<file path="config.mk">
export PLATFORM = sky130hd
export DESIGN_NAME = gate_tt_sequencer
export DESIGN_NICKNAME = d
export VERILOG_FILES = /design/src/rtl/gate_tt_sequencer.sv
export SDC_FILE = /design/constraint.sdc
export NUM_CORES = 1
export LEC_CHECK = 0
export BUFFER_PORTS_ARGS = -buffer_cell sky130_fd_sc_hd__buf_2
export CAP_MARGIN = 40
export CORE_AREA = 2 2 39 41
export CTS_CLUSTER_DIAMETER = 120
export DETAILED_ROUTE_END_ITERATION = 16
export DIE_AREA = 0 0 41 43
export MAX_ROUTING_LAYER = met4
export PLACE_DENSITY_LB_ADDON = 0.15
export REMOVE_ABC_BUFFERS = 1
export SLEW_MARGIN = 0
export SYNTH_ARGS = -nofsm -noshare
export SYNTH_HDL_FRONTEND = slang
export SYNTH_SLANG_ARGS = --single-unit
export TNS_END_PERCENT = 5
</file>
<file path="constraint.sdc">
create_clock -name clk -period 4.29 [get_ports clk]
set_input_delay 0 -clock clk [delete_from_list [all_inputs] [get_ports clk]]
set_output_delay 0 -clock clk [all_outputs]
set_load 0.05 [all_outputs]
</file>
<file path="src/rtl/gate_tt_sequencer.sv">
// Drives all four input vectors into a 2-input gate, captures its output into a
// truth table and compares the table against an expected pattern.
module gate_tt_sequencer #(
    parameter int          HOLD_CYCLES = 2,
    parameter logic [3:0]  EXPECT      = 4'b1000
) (
    input  logic       clk,
    input  logic       rst,
    input  logic       start,
    input  logic       y,
    output logic       a,
    output logic       b,
    output logic       busy,
    output logic       done,
    output logic [3:0] truth_table,
    output logic       match
);

    localparam int CW = (HOLD_CYCLES > 1) ? $clog2(HOLD_CYCLES) : 1;
    localparam logic [CW-1:0] HOLD_LAST = CW'(HOLD_CYCLES - 1);

    typedef enum logic [1:0] {
        IDLE  = 2'd0,
        DRIVE = 2'd1,
        DONE  = 2'd2
    } state_t;

    state_t        state;
    state_t        state_next;
    logic [1:0]    idx;
    logic [1:0]    idx_next;
    logic [CW-1:0] cnt;
    logic [CW-1:0] cnt_next;
    logic [3:0]    table_next;
    logic          match_next;
    logic          a_next;
    logic          b_next;
    logic          busy_next;
    logic          done_next;

    // FSM state register
    always_ff @(posedge clk) begin
        if (rst) begin
            state <= IDLE;
        end else begin
            state <= state_next;
        end
    end

    // Next-state and next-output logic; a/b are computed one edge ahead so they leave registered
    always_comb begin
        state_next = state;
        idx_next   = idx;
        cnt_next   = cnt;
        table_next = truth_table;
        match_next = match;
        a_next     = 1'b0;
        b_next     = 1'b0;
        busy_next  = 1'b0;
        done_next  = 1'b0;
        case (state)
            IDLE: begin
                if (start) begin
                    state_next = DRIVE;
                    idx_next   = 2'd0;
                    cnt_next   = '0;
                    table_next = 4'b0000;
                    match_next = 1'b0;
                    busy_next  = 1'b1;
                end else begin
                    state_next = IDLE;
                end
            end
            DRIVE: begin
                busy_next = 1'b1;
                a_next    = idx[1];
                b_next    = idx[0];
                if (cnt < HOLD_LAST) begin
                    cnt_next = cnt + CW'(1);
                end else begin
                    cnt_next        = '0;
                    table_next[idx] = y;
                    if (idx != 2'd3) begin
                        idx_next = idx + 2'd1;
                        a_next   = idx_next[1];
                        b_next   = idx_next[0];
                    end else begin
                        state_next = DONE;
                        busy_next  = 1'b0;
                        a_next     = 1'b0;
                        b_next     = 1'b0;
                        done_next  = 1'b1;
                        match_next = (table_next == EXPECT);
                    end
                end
            end
            DONE: begin
                state_next = IDLE;
            end
            default: begin
                state_next = IDLE;
            end
        endcase
    end

    // Datapath and output registers
    always_ff @(posedge clk) begin
        if (rst) begin
            idx         <= 2'd0;
            cnt         <= '0;
            truth_table <= 4'b0000;
            match       <= 1'b0;
            a           <= 1'b0;
            b           <= 1'b0;
            busy        <= 1'b0;
            done        <= 1'b0;
        end else begin
            idx         <= idx_next;
            cnt         <= cnt_next;
            truth_table <= table_next;
            match       <= match_next;
            a           <= a_next;
            b           <= b_next;
            busy        <= busy_next;
            done        <= done_next;
        end
    end

endmodule

</file>
==> impl_metrics.csv <==
group,metric,value,unit
global_route,grt_use_total,17.2,%
clocking,clock_latency,0.27,ns
floorplanning,coreArea,1380,um2
route,drc_errors,0,
route,drtPass1Iterations,4,
final_layout,final_common_cell,"dfxtp_1",
critical_path,worst_setup_path_start_kind,"flip-flop",
floorplanning,die_area,1760,um2
final_layout,final_cells,100,
critical_path,critical_path_required,4.51,ns
sta,slew-limit-headroom,75.9,%
sta,drv_slew,0,
power_and_ir_drop,p_int,0.174,mW
flow_run,maxCapViolCount,0,
global_route,antenna_found_initial,0,
power_and_ir_drop,p_leak,0.330,nW
power_and_ir_drop,power_frac_seq,59.4,%
clocking,cts_tree,"yes",
route,first_iter_violations,10,
critical_path,worst_setup_path_end_kind,"flip-flop",
floorplanning,row_count,14,
sta,hold_viol_final,0,
logic_synthesis,async_flop_share,0,%
clocking,cts_buffer_depth,2,
logic_synthesis,ys_warn_count,0,
power_and_ir_drop,switching_power,0.0565,mW
power_and_ir_drop,p_sw_share,24.5,%
global_route,grt_pass1_vias,425,
power_and_ir_drop,p_comb_share,9.8,%
outcome,status,"complete, no violations",
route,drt_wl_total,1.16,mm
clocking,postCtsSetupRepairBufs,0,
route,final_antenna_net_count,0,
worst_hold_path,hold_class,"in -> reg",
final_layout,finalCoreUtilization,54.2,%
placement,place_area,717,um2
floorplanning,pin_count,13,
logic_synthesis,ys_ff_latch,14,
sta,final.setup.tns,0,ns
route,vias,528,
logic_synthesis,ys_types,25,
sta,rsz0062_at_grt,"false",
sta,worst_pin_slew,0.361,ns
final_layout,area_growth,15.4,%
final_layout,antenna_cells,0,
floorplanning,fp.dieH,43,um
critical_path,worstPathArrival,1.86,ns
power_and_ir_drop,power_frac_clock,30.8,%
logic_synthesis,postSynthCellCount,70,
critical_path,path_max_fanout,8,
final_layout,final_cell_mix,"dfxtp_1, buf_2, nor2_1",
global_route,grt_pass1_wl,1.88,mm
clocking,cts_root_buffer,"clkbuf_4",
floorplanning,initial_core_util,46.9,%
global_route,grt_max_degree,12,
sta,fmax,609,MHz
sta,min_period,1.64,ns
logic_synthesis,synth_edf_count,0,
power_and_ir_drop,power-per-cell-area,308,nW/um2
critical_path,setup.worst_path.class,"reg -> reg",
final_layout,drive_gt1_share,25.0,%
critical_path,r2r_slack,2.65,ns
placement,hpwl,872,um
clocking,clock_sinks,14,
final_layout,finalNetCount,95,
global_route,grt_overflow_total,0,
logic_synthesis,synth_flop_cell,"dfxtp_1",
placement,place_congestion,0.856,
clocking,path_clk_slew,0.08,ns
logic_synthesis,syn-cell-area,649,um2
power_and_ir_drop,irDropWorstVdd,204,uV
clocking,cts_buffers,3,
placement,port_buffers,12,
sta,setup_violations,0,
floorplanning,die_w,41,um
clocking,htree_levels,1,
final_layout,final_area,749,um2
sta,skew,0.00641,ns
route,viasPerCell,5.28,
placement,placed_cells,96,
logic_synthesis,yosysSeqAreaShare,43.2,%
route,wl_per_cell,11.6,um
logic_synthesis,synth_area_per_cell,9.28,um2
sta,post-route-period-util,38.3,%
-- repair_timing --
action                                  in CTS  in global routing
hold endpoints to repair                     2                  0
gates resized for setup                      0                  0
hold buffers                                 1                  0
endpoints found under the setup margin       0                  0
-- worst max-delay path, stage by stage (launching register included) --
cell and delay (ns):
dfxtp_1 0.47, inv_1 0.12, ha_1 0.24, or4_4 0.48, nor3_2 0.11, a32o_1 0.16
-- sequential cells by signal, summed over array words and instances, names as in the netlist --
register     count
cnt              1
b                1
a                1
state            2
truth_table      4
idx              2
match            1
busy             1
done             1
-- power by group through the flow --
| stage | Combinational, mW | Sequential (mW) | Clock, mW |
|---|---|---|---|
| detailed placement | 0.0221 | 0.140 | 0 |
| CTS | 0.0228 | 0.137 | 0.0733 |
| finish | 0.0227 | 0.137 | 0.0711 |
| global route | 0.0259 | 0.138 | 0.0804 |
| global placement | 0.0221 | 0.140 | 0 |
| floorplan | 0.0125 | 0.143 | 0 |
-- area by class of cell --
cell class / instances / area (um2)
Multi-Input combinational cell: 50 / 342
Sequential cell: 14 / 280
Inverter: 4 / 15.0
Tap cell: 16 / 20.0
Fill cell: 143 / 634
Clock buffer: 3 / 22.5
Timing Repair Buffer: 13 / 70.1
-- Yosys cell counts (all sizes together), types with 2 or more instances --
library cell  number  area [um2]
a21oi              4        20.0
a22o               4        36.3
buf                2        12.5
dfxtp             14         280
ha                 5        62.6
inv                4        15.0
mux2i              3        30.0
nand2              4        15.0
nand3              2        15.0
nor2              11        46.3
o21ai              7        35.0
-- final timing paths --
check                           cells past startpoint   start       end
worst max-delay path                                5  idx[0]     match
worst min-delay path                                3   start  state[0]
worst max register to register                      5  idx[0]     match
worst min register to register                      1   match     match
-- cells by family (layout without fill, tap and decap cells) --
group | after synthesis | in the layout | share of synthesized area, %
multiplexers | 3 | 3 | 4.62
adder cells (fa/ha/maj) | 5 | 5 | 9.63
flip-flops | 14 | 14 | 43.2
AO/OA/AOI/OAI | 19 | 19 | 19.1
AND/OR/NAND/NOR | 23 | 23 | 19.3
buffers and inverters | 6 | 20 | 4.24
-- per-stage QoR --
stage / hold WS (ns) / power [mW] / setup WS [ns]
2_1_floorplan: 0.0691 / 0.156 / 2.77
6_report: 0.0755 / 0.231 / 2.65
5_1_grt: 0.144 / 0.244 / 2.54
3_5_place_dp: 0.261 / 0.162 / 2.68
3_3_place_gp: 0.260 / 0.162 / 2.73
4_1_cts: 0.0772 / 0.233 / 2.66
-- routing by layer --
layer	GRT usage (%)	wire (um)	vias to the layer above
li1	-	-	277
met4	16.0	49	0
met2	19.4	468	13
met3	3.14	47	4
met1	24.2	596	234
met5	-	0	-
No activity file was read; power rests on OpenSTA's default activity.
